==> src/rtl/mp_add_if.sv <==
// Bundle of signals between the multi-precision add sequencer, its operand
// producer / result consumer, and the external word adder. The slave modport
// is the sequencer's view; master is the environment's view.
// When MP_ADD_SUB_EN is defined, the bundle also carries sub_i.
interface mp_add_if #(
  parameter int WIDTH  = 32,
  parameter int NWORDS = 4
);
  logic [NWORDS*WIDTH-1:0] op_a_i;
  logic [NWORDS*WIDTH-1:0] op_b_i;
  logic                    cin_i;
  logic                    start_valid_i;
  logic                    start_ready_o;
  logic [WIDTH-1:0]        add_a_o;
  logic [WIDTH-1:0]        add_b_o;
  logic                    add_cin_o;
  logic [WIDTH-1:0]        add_sum_i;
  logic                    add_cout_i;
  logic [NWORDS*WIDTH-1:0] result_o;
  logic                    cout_o;
  logic                    done_valid_o;
  logic                    done_ready_i;
  logic                    busy_o;
`ifdef MP_ADD_SUB_EN
  logic                    sub_i;
`endif

  modport slave (
`ifdef MP_ADD_SUB_EN
    input  sub_i,
`endif
    input  op_a_i, op_b_i, cin_i, start_valid_i, add_sum_i, add_cout_i, done_ready_i,
    output start_ready_o, add_a_o, add_b_o, add_cin_o, result_o, cout_o, done_valid_o, busy_o
  );

  modport master (
`ifdef MP_ADD_SUB_EN
    output sub_i,
`endif
    output op_a_i, op_b_i, cin_i, start_valid_i, add_sum_i, add_cout_i, done_ready_i,
    input  start_ready_o, add_a_o, add_b_o, add_cin_o, result_o, cout_o, done_valid_o, busy_o
  );
endinterface

==> src/rtl/mp_add_sequencer.sv <==
// Word-serial multi-precision add sequencer. Latches two NWORDS x WIDTH
// operands, feeds the external combinational adder one word per cycle (LSW
// first) with the carry chained through carry_q, and returns the full sum and
// final carry through a valid/ready handshake.
// Optional feature macro: MP_ADD_SUB_EN (adds sub_i; computes A-B when set).
module mp_add_sequencer #(
  parameter int WIDTH  = 32,
  parameter int NWORDS = 4
) (
  input logic      clk_i,
  input logic      rst_i,
  mp_add_if.slave  bus
);
  localparam int IW = (NWORDS > 1) ? $clog2(NWORDS) : 1;

  localparam logic [1:0] S_IDLE = 2'd0;
  localparam logic [1:0] S_RUN  = 2'd1;
  localparam logic [1:0] S_DONE = 2'd2;

  localparam logic [IW-1:0] LAST_IDX = IW'(NWORDS - 1);

  logic [1:0]                         state_q, state_d;
  logic [IW-1:0]                      idx_q, idx_d;
  logic                               carry_q, carry_d;
  logic                               cin_q, cin_d;
  logic [NWORDS-1:0][WIDTH-1:0]       a_q, a_d;
  logic [NWORDS-1:0][WIDTH-1:0]       b_q, b_d;
  logic [NWORDS-1:0][WIDTH-1:0]       result_q, result_d;
  logic                               cout_q, cout_d;
`ifdef MP_ADD_SUB_EN
  logic                               sub_q, sub_d;
`endif

  logic [WIDTH-1:0] b_word;
  logic             cin_word0;

  // Next-state logic: operand capture in IDLE, word stepping in RUN, retire in DONE
  always_comb begin
    state_d  = state_q;
    idx_d    = idx_q;
    carry_d  = carry_q;
    cin_d    = cin_q;
    a_d      = a_q;
    b_d      = b_q;
    result_d = result_q;
    cout_d   = cout_q;
`ifdef MP_ADD_SUB_EN
    sub_d    = sub_q;
`endif
    case (state_q)
      S_IDLE: begin
        if (bus.start_valid_i) begin
          a_d     = bus.op_a_i;
          b_d     = bus.op_b_i;
          cin_d   = bus.cin_i;
`ifdef MP_ADD_SUB_EN
          sub_d   = bus.sub_i;
`endif
          idx_d   = '0;
          state_d = S_RUN;
        end
      end
      S_RUN: begin
        result_d[idx_q] = bus.add_sum_i;
        carry_d         = bus.add_cout_i;
        if (idx_q == LAST_IDX) begin
          cout_d  = bus.add_cout_i;
          state_d = S_DONE;
        end else begin
          idx_d = idx_q + IW'(1);
        end
      end
      S_DONE: begin
        if (bus.done_ready_i) begin
          state_d = S_IDLE;
        end
      end
      default: state_d = S_IDLE;
    endcase
  end

  // State and datapath registers; reset discards any partial result
  always_ff @(posedge clk_i or posedge rst_i) begin
    if (rst_i) begin
      state_q  <= S_IDLE;
      idx_q    <= '0;
      carry_q  <= 1'b0;
      cin_q    <= 1'b0;
      a_q      <= '0;
      b_q      <= '0;
      result_q <= '0;
      cout_q   <= 1'b0;
`ifdef MP_ADD_SUB_EN
      sub_q    <= 1'b0;
`endif
    end else begin
      state_q  <= state_d;
      idx_q    <= idx_d;
      carry_q  <= carry_d;
      cin_q    <= cin_d;
      a_q      <= a_d;
      b_q      <= b_d;
      result_q <= result_d;
      cout_q   <= cout_d;
`ifdef MP_ADD_SUB_EN
      sub_q    <= sub_d;
`endif
    end
  end

  // Adder operand selection; subtraction inverts B and forces the word-0 carry
  always_comb begin
`ifdef MP_ADD_SUB_EN
    b_word    = sub_q ? ~b_q[idx_q] : b_q[idx_q];
    cin_word0 = sub_q ? 1'b1 : cin_q;
`else
    b_word    = b_q[idx_q];
    cin_word0 = cin_q;
`endif
    bus.add_a_o   = '0;
    bus.add_b_o   = '0;
    bus.add_cin_o = 1'b0;
    if (state_q == S_RUN) begin
      bus.add_a_o   = a_q[idx_q];
      bus.add_b_o   = b_word;
      bus.add_cin_o = (idx_q == '0) ? cin_word0 : carry_q;
    end
  end

  assign bus.start_ready_o = (state_q == S_IDLE);
  assign bus.busy_o        = (state_q == S_RUN);
  assign bus.done_valid_o  = (state_q == S_DONE);
  assign bus.result_o      = result_q;
  assign bus.cout_o        = cout_q;

`ifndef SYNTHESIS
  a_result_stable: assert property (@(posedge clk_i) disable iff (rst_i)
    (bus.done_valid_o && !bus.done_ready_i) |=> ($stable(bus.result_o) && $stable(bus.cout_o)));

  a_ready_done_excl: assert property (@(posedge clk_i) disable iff (rst_i)
    !(bus.start_ready_o && bus.done_valid_o));
`endif
endmodule
==> src/flat_wrapper.sv <==
// flat-port wrapper written by rule: the top's interface ports become plain ports
module mp_add_sequencer_flat 
#(
  parameter int WIDTH  = 32,
  parameter int NWORDS = 4
)
  (clk_i, rst_i, bus_op_a_i, bus_op_b_i, bus_cin_i, bus_start_valid_i, bus_add_sum_i, bus_add_cout_i, bus_done_ready_i, bus_start_ready_o, bus_add_a_o, bus_add_b_o, bus_add_cin_o, bus_result_o, bus_cout_o, bus_done_valid_o, bus_busy_o);
  mp_add_if #(.WIDTH(WIDTH), .NWORDS(NWORDS)) bus_i ();
  input logic clk_i;
  input logic rst_i;
  input wire logic [$bits(bus_i.op_a_i)-1:0] bus_op_a_i;
  input wire logic [$bits(bus_i.op_b_i)-1:0] bus_op_b_i;
  input wire logic [$bits(bus_i.cin_i)-1:0] bus_cin_i;
  input wire logic [$bits(bus_i.start_valid_i)-1:0] bus_start_valid_i;
  input wire logic [$bits(bus_i.add_sum_i)-1:0] bus_add_sum_i;
  input wire logic [$bits(bus_i.add_cout_i)-1:0] bus_add_cout_i;
  input wire logic [$bits(bus_i.done_ready_i)-1:0] bus_done_ready_i;
  output wire logic [$bits(bus_i.start_ready_o)-1:0] bus_start_ready_o;
  output wire logic [$bits(bus_i.add_a_o)-1:0] bus_add_a_o;
  output wire logic [$bits(bus_i.add_b_o)-1:0] bus_add_b_o;
  output wire logic [$bits(bus_i.add_cin_o)-1:0] bus_add_cin_o;
  output wire logic [$bits(bus_i.result_o)-1:0] bus_result_o;
  output wire logic [$bits(bus_i.cout_o)-1:0] bus_cout_o;
  output wire logic [$bits(bus_i.done_valid_o)-1:0] bus_done_valid_o;
  output wire logic [$bits(bus_i.busy_o)-1:0] bus_busy_o;
  assign bus_i.op_a_i = bus_op_a_i;
  assign bus_i.op_b_i = bus_op_b_i;
  assign bus_i.cin_i = bus_cin_i;
  assign bus_i.start_valid_i = bus_start_valid_i;
  assign bus_i.add_sum_i = bus_add_sum_i;
  assign bus_i.add_cout_i = bus_add_cout_i;
  assign bus_i.done_ready_i = bus_done_ready_i;
  assign bus_start_ready_o = bus_i.start_ready_o;
  assign bus_add_a_o = bus_i.add_a_o;
  assign bus_add_b_o = bus_i.add_b_o;
  assign bus_add_cin_o = bus_i.add_cin_o;
  assign bus_result_o = bus_i.result_o;
  assign bus_cout_o = bus_i.cout_o;
  assign bus_done_valid_o = bus_i.done_valid_o;
  assign bus_busy_o = bus_i.busy_o;
  mp_add_sequencer #(.WIDTH(WIDTH), .NWORDS(NWORDS)) u_core (.clk_i(clk_i), .rst_i(rst_i), .bus(bus_i));
endmodule
==> config.mk <==
export PLATFORM = sky130hd
export DESIGN_NAME = mp_add_sequencer_flat
export DESIGN_NICKNAME = d
export VERILOG_FILES = /design/src/rtl/mp_add_if.sv /design/src/rtl/mp_add_sequencer.sv /design/src/flat_wrapper.sv
export SDC_FILE = /design/constraint.sdc
export NUM_CORES = 1
export LEC_CHECK = 0
export ABC_AREA = 1
export BUFFER_PORTS_ARGS = -buffer_cell sky130_fd_sc_hd__buf_4
export CAP_MARGIN = 5
export CORE_MARGIN = 4
export CORE_UTILIZATION = 53
export CTS_BUF_LIST = sky130_fd_sc_hd__clkbuf_16
export DETAILED_ROUTE_END_ITERATION = 10
export PLACE_DENSITY = 0.81
export SLEW_MARGIN = 10
export SYNTH_ARGS = -nofsm -noshare
export SYNTH_HDL_FRONTEND = slang
export SYNTH_SLANG_ARGS = --single-unit
==> constraint.sdc <==
create_clock -name clk_i -period 18.48 [get_ports clk_i]
set_input_delay 3.696 -clock clk_i [delete_from_list [all_inputs] [get_ports clk_i]]
set_output_delay 3.696 -clock clk_i [all_outputs]
set_load 0.05 [all_outputs]
==> Implementation_results.wiki, run 1 <==
{| class="wikitable"
! Metric !! Value
|-
| Result of the run || completed
|-
| Total via count after detailed routing || 15.5k
|-
| Origin of the critical flop-to-flop path || u_core.idx_q[0]$_DFFE_PP0P_
|-
| Critical register-to-register path endpoint || u_core.bus.result_o[28]$_DFFE_PP0P_
|-
| Number of antenna violations at the first check in global routing || 3
|-
| Period utilization || about two fifths
|-
| Layout Nets || about 2.8k
|-
| Number of sinks on the clock net || 391
|-
| Final setup violating endpoints || 0
|-
| Mapped cell area || ~17000 sq um
|-
| Data required time at the worst endpoint || 14.78 ns
|-
| Cell at the slowest stage of the critical path || sky130_fd_sc_hd__dfrtp_4
|-
| Vias per cell || 5.24
|-
| Part of the total power dissipated in sequential elements || ~29%
|-
| IO Pins || a little under 500
|-
| Actual transition at the worst max-transition pin || roughly 1.1 ns
|-
| Internal power of the cells || around 2500 uW
|-
| Setup fix buffers added after clock tree synthesis || 0
|-
| Combinational fraction of design power || 55.0%
|-
| Primary flip-flop cell chosen by synthesis mapping || sky130_fd_sc_hd__dfrtp_1
|-
| Die Height || around 190 microns
|-
| Cts bufs inserted || 41
|-
| Post-route core utilization || 69.0%
|-
| Final hold slack || approximately 0.49 ns
|-
| Post-synthesis register bit count || 391
|-
| Cell type with the highest aggregate area in the netlist || sky130_fd_sc_hd__dfrtp_1
|-
| Sequential fraction of the synthesis area || approximately 56%
|-
| Area contributors post-synth || sky130_fd_sc_hd__dfrtp_1, sky130_fd_sc_hd__nand2_1, sky130_fd_sc_hd__a21oi_1
|-
| Part of the power in the clock network || between 15 and 20%
|-
| First-pass GRT wire length || 81700 microns
|-
| Area growth from synthesis to layout || 28.4%
|-
| Area of combinational cells with multiple inputs || 5830 sq um
|-
| Startpoint Class || flip-flop
|-
| Switching share of power || 50.0%
|-
| Switching power summed over all nets || between 2000 and 3000 uW
|-
| Setup Skew || roughly 0.011 ns
|-
| GP Congestion || around 0.90
|-
| Distinct cells, synth || 23
|-
| Core area || 32500 sq um
|-
| Critical Path Start || u_core.idx_q[0]$_DFFE_PP0P_
|-
| Minimum clock period after layout || 7.15 ns
|-
| R2r worst-path depth || 7
|-
| Count of cells along the worst hold path || 2
|-
| Storage cell area || around 9800 sq um
|-
| Reported leakage power || 0.0119 uW
|-
| Power density over cell area || ~220 nW/um^2
|-
| Root buffer cell || sky130_fd_sc_hd__clkbuf_16
|-
| Pin count of the biggest net entering global routing || 229
|-
| Crit path largest cell delay || between 0.7 and 0.8 ns
|-
| Total number of yosys warnings || 0
|-
| Worst-case hold path end point || u_core.bus.result_o[94]$_DFFE_PP0P_
|-
| Drt pass-1 iters || 5
|-
| Arrival time of data at the critical path endpoint || about 3.5 ns
|-
| WP buf/inv || 3
|-
| Yosys top cell area share || between 50% and 60%
|-
| Maximum ir drop on the vdd rail || 0.000166 V
|-
| Critical path, cell by cell || inv_4 -> buf_4 -> ha_1 -> o21ai_0 -> a21oi_1 -> buf_4
|-
| Placement Cell Area || roughly 21000 sq um
|-
| Max Slew Vio Count || 0
|-
| Most frequent cells after synthesis || sky130_fd_sc_hd__dfrtp_1, sky130_fd_sc_hd__nand2_1, sky130_fd_sc_hd__inv_1
|-
| Horiz. Die Dim || between 150 and 200 microns
|-
| TritonCTS clock tree || done
|-
| CP most frequent cell || sky130_fd_sc_hd__buf_4
|-
| Average footprint of a synthesized cell || between 8 and 9 sq um
|-
| Remaining global-route overflow || 0
|-
| Setup slack, reg-to-reg || ~15 ns
|-
| Critical Setup Path Class || flip-flop to output pin
|-
| Hold buffers post-CTS || 0
|-
| Min-delay src || u_core.bus.result_o[94]$_DFFE_PP0P_
|-
| Share of layout cells above drive strength 1 || between 20% and 30%
|-
| Number of H-tree branching levels || 2
|-
| Total of max-cap violations || 0
|-
| Maximum buffer depth of the clock tree || 3
|-
| Post-Route Setup TNS || 0 ns
|-
| Final Hold Viols || 0
|-
| Number of global-route vias before repair || between 15k and 20k
|-
| Kind of cell with the highest combined delay on the critical path || buffers and inverters
|-
| Clock input transition at the sequential cells of the worst setup and hold paths || 0.06 ns
|-
| Violation count after the first detailed-route iteration || approximately 1.4k
|-
| Total track usage || between 20% and 30%
|-
| Number of instances resized during post-cts repair || 0
|-
| Initial Util || between 50 and 60%
|-
| Number of nets produced by synthesis || about 2.4k
|-
| Count of mapped cells out of synthesis || just over 2k
|-
| Share of synthesized registers carrying an async set or reset || 100%
|-
| Hold Path Class || flip-flop to flip-flop
|-
| Final HPWL DP || around 36000 microns
|-
| Type of destination of the critical path || output pin
|-
| Mean routed wirelength per cell || between 15 and 20 microns
|-
| Antenna Violating Nets Remaining || 0
|-
| Number of filler cells placed in the layout || 2589
|-
| Clock insertion delay at the later pin of the skew report || 0.52 ns
|-
| Maximum fanout along the worst path || between 60 and 70
|-
| Die area || 35900 sq um
|-
| Number of remaining DRC errors || 0
|-
| Cell Rows || 66
|-
| Fmax achieved || between 0.1 and 0.15 GHz
|-
| Number of flops mapped to enable cells by yosys || 0
|-
| Routed WL || around 52000 microns
|-
| Max-slew headroom at the worst pin || 23.6%
|-
| Cell area after layout || approximately 22000 sq um
|-
| Unrepaired setup endpoints after global routing || no
|-
| Input/output buffers || 490
|}
state kept, by name, indices dropped and copies added, names as in the netlist:
| name | flops |
|---|---|
| u_core.bus.cout_o | 1 |
| u_core.a_q | 128 |
| u_core.b_q | 128 |
| u_core.state_q | 2 |
| u_core.idx_q | 2 |
| u_core.cin_q | 1 |
| u_core.carry_q | 1 |
| u_core.bus.result_o | 128 |
cell usage in the layout (no fill, tap or decap):
cell,Yosys,layout
sky130_fd_sc_hd__buf_4,1,504
sky130_fd_sc_hd__nand2_1,391,390
sky130_fd_sc_hd__dfrtp_1,391,389
sky130_fd_sc_hd__inv_1,294,299
sky130_fd_sc_hd__nor2_1,258,258
sky130_fd_sc_hd__a21oi_1,226,226
sky130_fd_sc_hd__nand3_1,130,130
sky130_fd_sc_hd__o21ai_0,98,98
sky130_fd_sc_hd__a21oi_2,96,96
sky130_fd_sc_hd__clkbuf_16,0,43
sky130_fd_sc_hd__o21ai_1,33,33
sky130_fd_sc_hd__clkinv_1,0,10
sky130_fd_sc_hd__clkinv_2,0,6
sky130_fd_sc_hd__diode_2,0,4
sky130_fd_sc_hd__nand2_2,4,4
sky130_fd_sc_hd__ha_1,4,4
sky130_fd_sc_hd__bufinv_16,0,4
sky130_fd_sc_hd__inv_4,1,2
sky130_fd_sc_hd__inv_2,1,2
sky130_fd_sc_hd__nand2_4,1,2
sky130_fd_sc_hd__nand4_1,2,2
sky130_fd_sc_hd__clkinvlp_4,0,2
sky130_fd_sc_hd__inv_8,0,1
sky130_fd_sc_hd__o31ai_1,1,1
sky130_fd_sc_hd__nor2_2,1,1
sky130_fd_sc_hd__clkinv_4,0,1
sky130_fd_sc_hd__inv_6,0,1
sky130_fd_sc_hd__buf_12,0,1
sky130_fd_sc_hd__dfrtp_4,0,1
sky130_fd_sc_hd__dfrtp_2,0,1
routing by layer:
metal  vias to the layer above  part of all wire [%]  GRT usage (%)  wire [microns]
met1                      7375                    37           34.7           19500
met2                       711                    50           48.1           26000
li1                       7267                     -              -               -
met5                         -                     0              0               0
met4                         0                   4.5           12.8            2370
met3                       142                   8.4           6.35            4380
logic make-up (layout without fill, tap and decap cells):
family                     after synthesis  in the layout  share of synthesized area (%)
AOI/OAI and AO/OA                      454            454                           15.1
other                                    0              4                              0
buffers and inverters                  427            876                           10.6
adders and majority gates                4              4                          0.286
DFF                                    391            391                           56.0
and+or+nand+nor                        787            787                           18.0
worst register-to-register path, cell delays in order (launching register included):
cell and delay (ns):
sky130_fd_sc_hd__dfrtp_4 0.77, sky130_fd_sc_hd__inv_4 0.62, sky130_fd_sc_hd__buf_4 0.70, sky130_fd_sc_hd__ha_1 0.37
sky130_fd_sc_hd__nand2_2 0.12, sky130_fd_sc_hd__buf_4 0.32, sky130_fd_sc_hd__nand2_1 0.20, sky130_fd_sc_hd__o21ai_0 0.11
power groups by stage:
stage          combinational, uW  sequential (uW)  clock [uW]
6_report                    2780             1450         814
5_1_grt                     2980             1500         861
4_1_cts                     2780             1450         826
3_5_place_dp                2770             1460           0
3_3_place_gp                2710             1450           0
2_1_floorplan               1540             1900           0
per-stage QoR:
step	std cells	power, uW	setup slack (ns)
after floorplan	2063	3430	3.91
after global placement	2879	4160	11.93
after detailed placement	2879	4230	11.87
after CTS	2954	5060	11.30
after global routing	2957	5330	11.10
final	2958	5050	11.33
worst max-delay path by stage:
stage | to | depth (start not counted) | slack (ns)
floorplan | u_core.a_q[0]$_DFFE_PP0P_ | 1 | 3.91
global placement | bus_add_cin_o | 6 | 11.93
detailed placement | bus_add_cin_o | 6 | 11.87
CTS | bus_add_cin_o | 6 | 11.30
global route | bus_add_cin_o | 6 | 11.10
finish | bus_add_cin_o | 6 | 11.33
cell type report:
cell class / instances / share of cell area [%]
well taps: 442 / 2.46
clock inverters: 32 / 1.12
inverters: 296 / 5.01
flip-flops and latches: 391 / 43.6
repair buffers: 505 / 17.0
clock buffers: 43 / 4.80
multi-input cells: 1245 / 26.0
diodes: 4 / 0.0446
Power figures use the tool's default switching activity.
==> run 2: changes to the inputs <==
--- a/config.mk
+++ b/config.mk
@@ -5,14 +5,14 @@
 export SDC_FILE = /design/constraint.sdc
 export NUM_CORES = 1
 export LEC_CHECK = 0
-export ABC_AREA = 1
+export ABC_AREA = 0
 export BUFFER_PORTS_ARGS = -buffer_cell sky130_fd_sc_hd__buf_4
 export CAP_MARGIN = 5
 export CORE_MARGIN = 4
-export CORE_UTILIZATION = 53
+export CORE_UTILIZATION = 47
 export CTS_BUF_LIST = sky130_fd_sc_hd__clkbuf_16
 export DETAILED_ROUTE_END_ITERATION = 10
-export PLACE_DENSITY = 0.81
+export PLACE_DENSITY = 0.77
 export SLEW_MARGIN = 10
 export SYNTH_ARGS = -nofsm -noshare
 export SYNTH_HDL_FRONTEND = slang
==> constraint.sdc (replaced) <==
create_clock -name clk_i -period 6.1 [get_ports clk_i]
set_input_delay 1.22 -clock clk_i [delete_from_list [all_inputs] [get_ports clk_i]]
set_output_delay 1.22 -clock clk_i [all_outputs]
set_load 0.05 [all_outputs]
==> run 2 against run 1 <==
Total power grew to 3.0 times the previous value; sequential power grew to 3.3 times the previous value; die area grew 6.6%; first-iteration DRC count down 65%; worst hold slack better by 0.015 ns; design area decreased by 3.1%; final cell count down 31%; highest routed layer is now met5.
==> Implementation_results.wiki, run 2 <==
{| class="wikitable"
! Metric !! Value
|-
| Hold Path Class || flip-flop to flip-flop
|-
| Drt pass-1 iters || 4
|-
| Arrival time of data at the critical path endpoint || 2.93 ns
|-
| Part of the power in the clock network || 15.6%
|-
| Total via count after detailed routing || approximately 11k
|-
| Violation count after the first detailed-route iteration || 486
|-
| Cell with the most instances after synthesis || sky130_fd_sc_hd__dfrtp_1
|-
| Power density over cell area || about 690 nW/um^2
|-
| Switching share of power || between 40 and 50%
|-
| Number of instances resized during post-cts repair || 0
|-
| Internal power of the cells || between 8000 and 9000 uW
|-
| Fmax achieved || ~0.24 GHz
|-
| Actual transition at the worst max-transition pin || around 0.89 ns
|-
| Area growth from synthesis to layout || 31.3%
|-
| Share of synthesized registers carrying an async set or reset || between 90% and 100%
|-
| Primary flip-flop cell chosen by synthesis mapping || sky130_fd_sc_hd__dfrtp_1
|-
| Horiz. Die Dim || around 200 microns
|-
| Top library cells by usage in the layout, fill and taps aside || sky130_fd_sc_hd__buf_4, sky130_fd_sc_hd__dfrtp_1, sky130_fd_sc_hd__mux2_2, sky130_fd_sc_hd__mux2i_1, sky130_fd_sc_hd__o22ai_1
|-
| Number of flops mapped to enable cells by yosys || 0
|-
| Unrepaired setup endpoints after global routing || no
|-
| Startpoint Class || flip-flop
|-
| Result of the run || completed
|-
| Input/output buffers || 490
|-
| Cell Rows || slightly below 70
|-
| Cts bufs inserted || 43
|-
| Period utilization || between 60% and 70%
|-
| Final HPWL DP || between 30000 and 40000 microns
|-
| Number of antenna violations at the first check in global routing || 3
|-
| Die Height || 196 microns
|-
| Maximum ir drop on the vdd rail || 0.000474 V
|-
| Most frequent cells after synthesis || sky130_fd_sc_hd__dfrtp_1, sky130_fd_sc_hd__mux2_2, sky130_fd_sc_hd__mux2i_1
|-
| Number of H-tree branching levels || 2
|-
| Area contributors post-synth || sky130_fd_sc_hd__dfrtp_1, sky130_fd_sc_hd__mux2_2, sky130_fd_sc_hd__mux2i_1
|-
| First-pass GRT wire length || about 70000 microns
|-
| Minimum clock period after layout || 4.15 ns
|-
| Data required time at the worst endpoint || between 4 and 5 ns
|-
| Max-slew headroom at the worst pin || about two fifths
|-
| Core area || between 30000 and 40000 sq um
|-
| TritonCTS clock tree || done
|-
| GP Congestion || slightly above 0.9
|-
| Cell type with the highest aggregate area in the netlist || sky130_fd_sc_hd__dfrtp_1
|-
| Mean routed wirelength per cell || roughly 22 microns
|-
| Layout Nets || between 1.5k and 2k
|-
| Number of global-route vias before repair || between 10k and 15k
|-
| Post-route core utilization || between 60% and 70%
|-
| Final Hold Viols || 0
|-
| Mapped cell area || approximately 17000 sq um
|-
| Setup fix buffers added after clock tree synthesis || 0
|-
| Maximum fanout along the worst path || between 60 and 70
|-
| IO Pins || 491
|-
| Initial Util || between 40% and 50%
|-
| Post-synthesis register bit count || 391
|-
| Antenna Violating Nets Remaining || 0
|-
| Pin count of the biggest net entering global routing || ~150
|-
| Critical Setup Path Class || flip-flop to output pin
|-
| Count of mapped cells out of synthesis || about 1.1k
|-
| Number of sinks on the clock net || roughly 390
|-
| Part of the total power dissipated in sequential elements || between 30% and 40%
|-
| Share of layout cells above drive strength 1 || between 50% and 60%
|-
| Worst setup margin || just under 2 ns
|-
| Setup Skew || ~0.010 ns
|-
| Reported leakage power || 0.00995 uW
|-
| Final total power || 15100 uW
|-
| Max Slew Vio Count || 0
|-
| Die area || between 30000 and 40000 sq um
|-
| Total number of yosys warnings || 0
|-
| Yosys top cell area share || between 50% and 60%
|-
| Hold buffers post-CTS || 0
|-
| Total of max-cap violations || 0
|-
| Root buffer cell || sky130_fd_sc_hd__clkbuf_16
|-
| Average footprint of a synthesized cell || 15.5 sq um
|-
| Switching power summed over all nets || 6700 uW
|-
| Worst setup timing slack at the placement stage || about 2.5 ns
|-
| Routed WL || about 45000 microns
|-
| Type of destination of the critical path || output pin
|-
| Maximum buffer depth of the clock tree || 3
|-
| Remaining global-route overflow || 0
|-
| Final setup violating endpoints || 0
|-
| Number of remaining DRC errors || 0
|-
| Leading cell type in the layout, fill and taps excluded || sky130_fd_sc_hd__buf_4
|-
| Vias per cell || around 5.4
|-
| Combinational fraction of design power || between 50% and 60%
|-
| Clock insertion delay at the later pin of the skew report || 0.53 ns
|-
| Total track usage || a little under a quarter
|-
| Sequential fraction of the synthesis area || about 59%
|-
| Distinct cells, synth || 22
|-
| Clock input transition at the sequential cells of the worst setup and hold paths || roughly 0.06 ns
|-
| Number of nets produced by synthesis || 1370
|-
| Number of filler cells placed in the layout || 2646
|-
| Final hold slack || just over 0.5 ns
|-
| Post-Route Setup TNS || 0 ns
|}
-- run 2: cell count changes after synthesis, sizes merged, moves of 5 or more --
cell,change
o22ai,+64
nand3,-130
nand2,-396
nand3b,+5
inv,-291
buf,-25
mux2,+387
mux2i,+129
clkbuf,-34
o21ai,-130
a21oi,-322
nor2,-257
-- run 2: cell families (layout without fill, tap and decap cells) --
| family | count (synthesis) | after routing | synth area share, % |
|---|---|---|---|
| multiplexers | 516 | 516 | 34.1 |
| adder cells (fa/ha/maj) | 4 | 4 | 0.302 |
| other | 0 | 2 | 0 |
| AO/OA/AOI/OAI | 69 | 69 | 2.64 |
| buffers and inverters | 77 | 582 | 3.22 |
| AND/OR/NAND/NOR | 15 | 15 | 0.665 |
| flip-flops | 391 | 391 | 59.1 |
-- run 2: area by class of cell --
cell class | instances | area [sq um] | share of cell area [%]
tap | 455 | 569 | 2.62
sequential | 391 | 9790 | 45.0
inverter | 5 | 22.5 | 0.104
multi-input combinational | 604 | 6250 | 28.8
clock buffer | 45 | 1130 | 5.18
antenna | 2 | 5.00 | 0.0230
timing repair buffer | 502 | 3830 | 17.6
clock inverter | 30 | 150 | 0.690
-- run 2: critical path: stages, from the launching register on --
cell                      delay (ns)
sky130_fd_sc_hd__dfrtp_1        0.66
sky130_fd_sc_hd__or3b_2         0.56
sky130_fd_sc_hd__buf_4          0.37
sky130_fd_sc_hd__o22ai_1        0.46
sky130_fd_sc_hd__buf_4          0.27
-- run 2: path summary, 6_finish.rpt --
path / start / depth (start not counted) / endpoint / slack (ns)
max: u_core.state_q[0]$_DFFE_PP0P_ / 4 / bus_add_b_o[30] / 1.95
min: u_core.a_q[47]$_DFFE_PP0P_ / 1 / u_core.a_q[47]$_DFFE_PP0P_ / 0.50
max reg2reg: u_core.idx_q[1]$_DFFE_PP0P_ / 5 / u_core.bus.result_o[4]$_DFFE_PP0P_ / 3.64
min reg2reg: u_core.a_q[47]$_DFFE_PP0P_ / 1 / u_core.a_q[47]$_DFFE_PP0P_ / 0.50
max in group asynchronous: rst_i / 3 / u_core.b_q[87]$_DFFE_PP0P_ / 3.86
min in group asynchronous: rst_i / 2 / u_core.b_q[69]$_DFFE_PP0P_ / 0.87
-- run 2: metrics by stage --
stage	cells	area (sq um)
2_1_floorplan	1072	16600
3_3_place_gp	1957	20500
3_5_place_dp	1957	20500
4_1_cts	2032	21700
5_1_grt	2033	21700
6_report	2034	21700
-- run 2: layer usage --
metal / wire length, microns / share of wire, % / global-route usage, %
met5: 34 / 0.075 / 0
met4: 2130 / 4.7 / 10.2
met3: 3520 / 7.8 / 6.32
met2: 21900 / 48 / 37.7
met1: 17700 / 39 / 28.1
-- run 2: power groups by stage --
stage               clock network (uW)  registers (uW)  logic, uW
finish                            2350            4820       7920
global route                      2530            4980       8280
CTS                               2420            4830       7980
detailed placement                   0            4860       7950
global placement                     0            4800       7830
floorplan                            0            6060       4430
==> run 3: changes to the inputs <==
--- a/config.mk
+++ b/config.mk
@@ -8,11 +8,11 @@
 export ABC_AREA = 0
 export BUFFER_PORTS_ARGS = -buffer_cell sky130_fd_sc_hd__buf_4
 export CAP_MARGIN = 5
-export CORE_MARGIN = 4
-export CORE_UTILIZATION = 47
+export CORE_AREA = 4 4 189 191
 export CTS_BUF_LIST = sky130_fd_sc_hd__clkbuf_16
 export DETAILED_ROUTE_END_ITERATION = 10
-export PLACE_DENSITY = 0.77
+export DIE_AREA = 0 0 193 195
+export PLACE_DENSITY = 0.76
 export SLEW_MARGIN = 10
 export SYNTH_ARGS = -nofsm -noshare
 export SYNTH_HDL_FRONTEND = slang
==> constraint.sdc (replaced) <==
create_clock -name clk_i -period 3.9 [get_ports clk_i]
set_input_delay 0.78 -clock clk_i [delete_from_list [all_inputs] [get_ports clk_i]]
set_output_delay 0.78 -clock clk_i [all_outputs]
set_load 0.05 [all_outputs]
==> run 3 against run 2 <==
Global-route usage up 0.27 points; clock power up 53%; critical path depth down 1; total power up 56%; non-clock buffer count up 5; count of clock-buffer cells in the layout down 2; combinational power up 58%; register-to-register slack worse by 2.4 ns; critical path type unchanged; critical endpoint is now bus_add_b_o[19]; largest cell class unchanged.
==> Implementation_results.wiki, run 3 (same netlist as run 2, synthesis figures left out) <==
{| class="wikitable"
! Metric !! Value
|-
| Initial Util || about half
|-
| Maximum ir drop on the vdd rail || between 0.001 and 0.0015 V
|-
| Remaining global-route overflow || 0
|-
| Clock input transition at the sequential cells of the worst setup and hold paths || 0.06 ns
|-
| Setup slack, reg-to-reg || 1.26 ns
|-
| Critical path, cell by cell || or3b_4 -> o22ai_1 -> buf_4
|-
| Result of the run || completed
|-
| Number of global-route vias before repair || 11.7k
|-
| Fmax achieved || 0.287 GHz
|-
| First-pass GRT wire length || between 60000 and 70000 microns
|-
| Leading cell type in the layout, fill and taps excluded || sky130_fd_sc_hd__buf_4
|-
| Share of layout cells above drive strength 1 || roughly 60%
|-
| Mean routed wirelength per cell || between 20 and 25 microns
|-
| Max-slew headroom at the worst pin || slightly below 30%
|-
| R2r worst-path depth || 6
|-
| Input/output buffers || 490
|-
| Maximum fanout along the worst path || 64
|-
| Number of instances resized during post-cts repair || 0
|-
| Minimum clock period after layout || roughly 3.5 ns
|-
| Cell Rows || just under 70
|-
| Internal power of the cells || 13100 uW
|-
| Layout Nets || roughly 1.8k
|-
| Power density over cell area || around 1100 nW/um^2
|-
| Drt pass-1 iters || 4
|-
| Number of antenna violations at the first check in global routing || 4
|-
| Routed WL || between 40000 and 50000 microns
|-
| Number of stages on the worst setup path || 3
|-
| Maximum buffer depth of the clock tree || 3
|-
| Combinational fraction of design power || a little over half
|-
| Number of remaining DRC errors || 0
|-
| Reported leakage power || approximately 0.0099 uW
|-
| Part of the power in the clock network || between 10% and 20%
|-
| Post-route core utilization || about 64%
|-
| Switching share of power || 44.4%
|-
| Total of max-cap violations || 0
|-
| Data required time at the worst endpoint || approximately 3.1 ns
|-
| Vias per cell || 5.30
|-
| Cell at the slowest stage of the critical path || sky130_fd_sc_hd__or3b_4
|-
| Hold buffers post-CTS || 0
|-
| Final total power || around 24000 uW
|-
| Hold Path Class || input pin to asynchronous set/reset pin
|-
| Total via count after detailed routing || around 11k
|-
| Final HPWL DP || between 30000 and 40000 microns
|-
| Unrepaired setup endpoints after global routing || no
|-
| Final Hold Viols || 0
|-
| Worst setup margin || roughly 0.42 ns
|-
| WP buf/inv || 1
|-
| Setup fix buffers added after clock tree synthesis || 0
|-
| TritonCTS clock tree || done
|-
| Switching power summed over all nets || 10500 uW
|-
| Arrival time of data at the critical path endpoint || approximately 2.7 ns
|-
| Final setup violating endpoints || 0
|-
| Critical Setup Path Class || flip-flop to output pin
|-
| Number of H-tree branching levels || 2
|-
| Part of the total power dissipated in sequential elements || between 30% and 40%
|-
| Total track usage || 23.1%
|-
| Worst setup timing slack at the placement stage || about 0.94 ns
|-
| Cts bufs inserted || between 40 and 50
|-
| Max Slew Vio Count || 0
|-
| Clock insertion delay at the later pin of the skew report || between 0.5 and 0.6 ns
|-
| GP Congestion || approximately 0.86
|-
| Actual transition at the worst max-transition pin || roughly 1.1 ns
|-
| Period utilization || 89.3%
|-
| Top library cells by usage in the layout, fill and taps aside || sky130_fd_sc_hd__buf_4, sky130_fd_sc_hd__dfrtp_1, sky130_fd_sc_hd__mux2_2, sky130_fd_sc_hd__mux2i_1, sky130_fd_sc_hd__o22ai_1
|-
| Die Height || a little under 200 microns
|-
| Startpoint Class || flip-flop
|-
| Root buffer cell || sky130_fd_sc_hd__clkbuf_16
|-
| Violation count after the first detailed-route iteration || 467
|-
| Number of sinks on the clock net || 391
|-
| Setup Skew || approximately 0.013 ns
|-
| Kind of cell with the highest combined delay on the critical path || simple AND/OR/NAND/NOR gates
|-
| Type of destination of the critical path || output pin
|-
| Antenna Violating Nets Remaining || 0
|-
| Area growth from synthesis to layout || 31.5%
|-
| Pin count of the biggest net entering global routing || around 120
|-
| Core area || 34100 sq um
|-
| IO Pins || 491
|-
| Die area || between 30000 and 40000 sq um
|-
| Crit path largest cell delay || roughly 0.75 ns
|-
| Horiz. Die Dim || 193 microns
|}
-- run 3: path summary, 6_finish.rpt --
check / startpoint / to
hold / removal: rst_i / u_core.b_q[99]$_DFFE_PP0P_
setup / recovery: u_core.state_q[0]$_DFFE_PP0P_ / bus_add_b_o[19]
setup reg to reg: u_core.idx_q[1]$_DFFE_PP0P_ / u_core.bus.result_o[3]$_DFFE_PP0P_
min in group clk_i: bus_done_ready_i / u_core.state_q[1]$_DFFE_PP0P_
max in group asynchronous: rst_i / u_core.b_q[48]$_DFFE_PP0P_
hold reg to reg: u_core.b_q[102]$_DFFE_PP0P_ / u_core.b_q[102]$_DFFE_PP0P_
-- run 3: stage by stage --
step	cell area [sq um]	std cells	TNS (ns)	hold slack, ns
floorplan	16600	1072	-836.69	0.480
global placement	20600	1962	0	0.488
detailed placement	20600	1962	0	0.494
CTS	21800	2032	0	0.302
global route	21800	2036	0	0.322
finish	21800	2036	0	0.305
-- run 3: cell type report --
| cell class | instances | area (sq um) |
|---|---|---|
| Timing Repair Buffer | 507 | 3920 |
| Inverter | 5 | 22.5 |
| Antenna cell | 4 | 10.0 |
| Fill cell | 2579 | 12300 |
| Clock inverter | 27 | 149 |
| Sequential cell | 391 | 9790 |
| Tap cell | 455 | 569 |
| Multi-Input combinational cell | 604 | 6260 |
| Clock buffer | 43 | 1080 |
-- run 3: power by group through the flow --
| stage | clock network, uW | registers (uW) | logic, uW |
|---|---|---|---|
| 6_report | 3600 | 7490 | 12500 |
| 3_3_place_gp | 0 | 7450 | 12400 |
| 3_5_place_dp | 0 | 7530 | 12500 |
| 4_1_cts | 3680 | 7480 | 12600 |
| 2_1_floorplan | 0 | 9470 | 6930 |
| 5_1_grt | 3870 | 7730 | 13100 |
-- run 3: routing by layer --
layer / GRT usage, % / wire [microns]
met1: 28.1 / 17500
met2: 39.3 / 22700
met3: 6.97 / 3620
met4: 7.50 / 1130
met5: 0 / 0
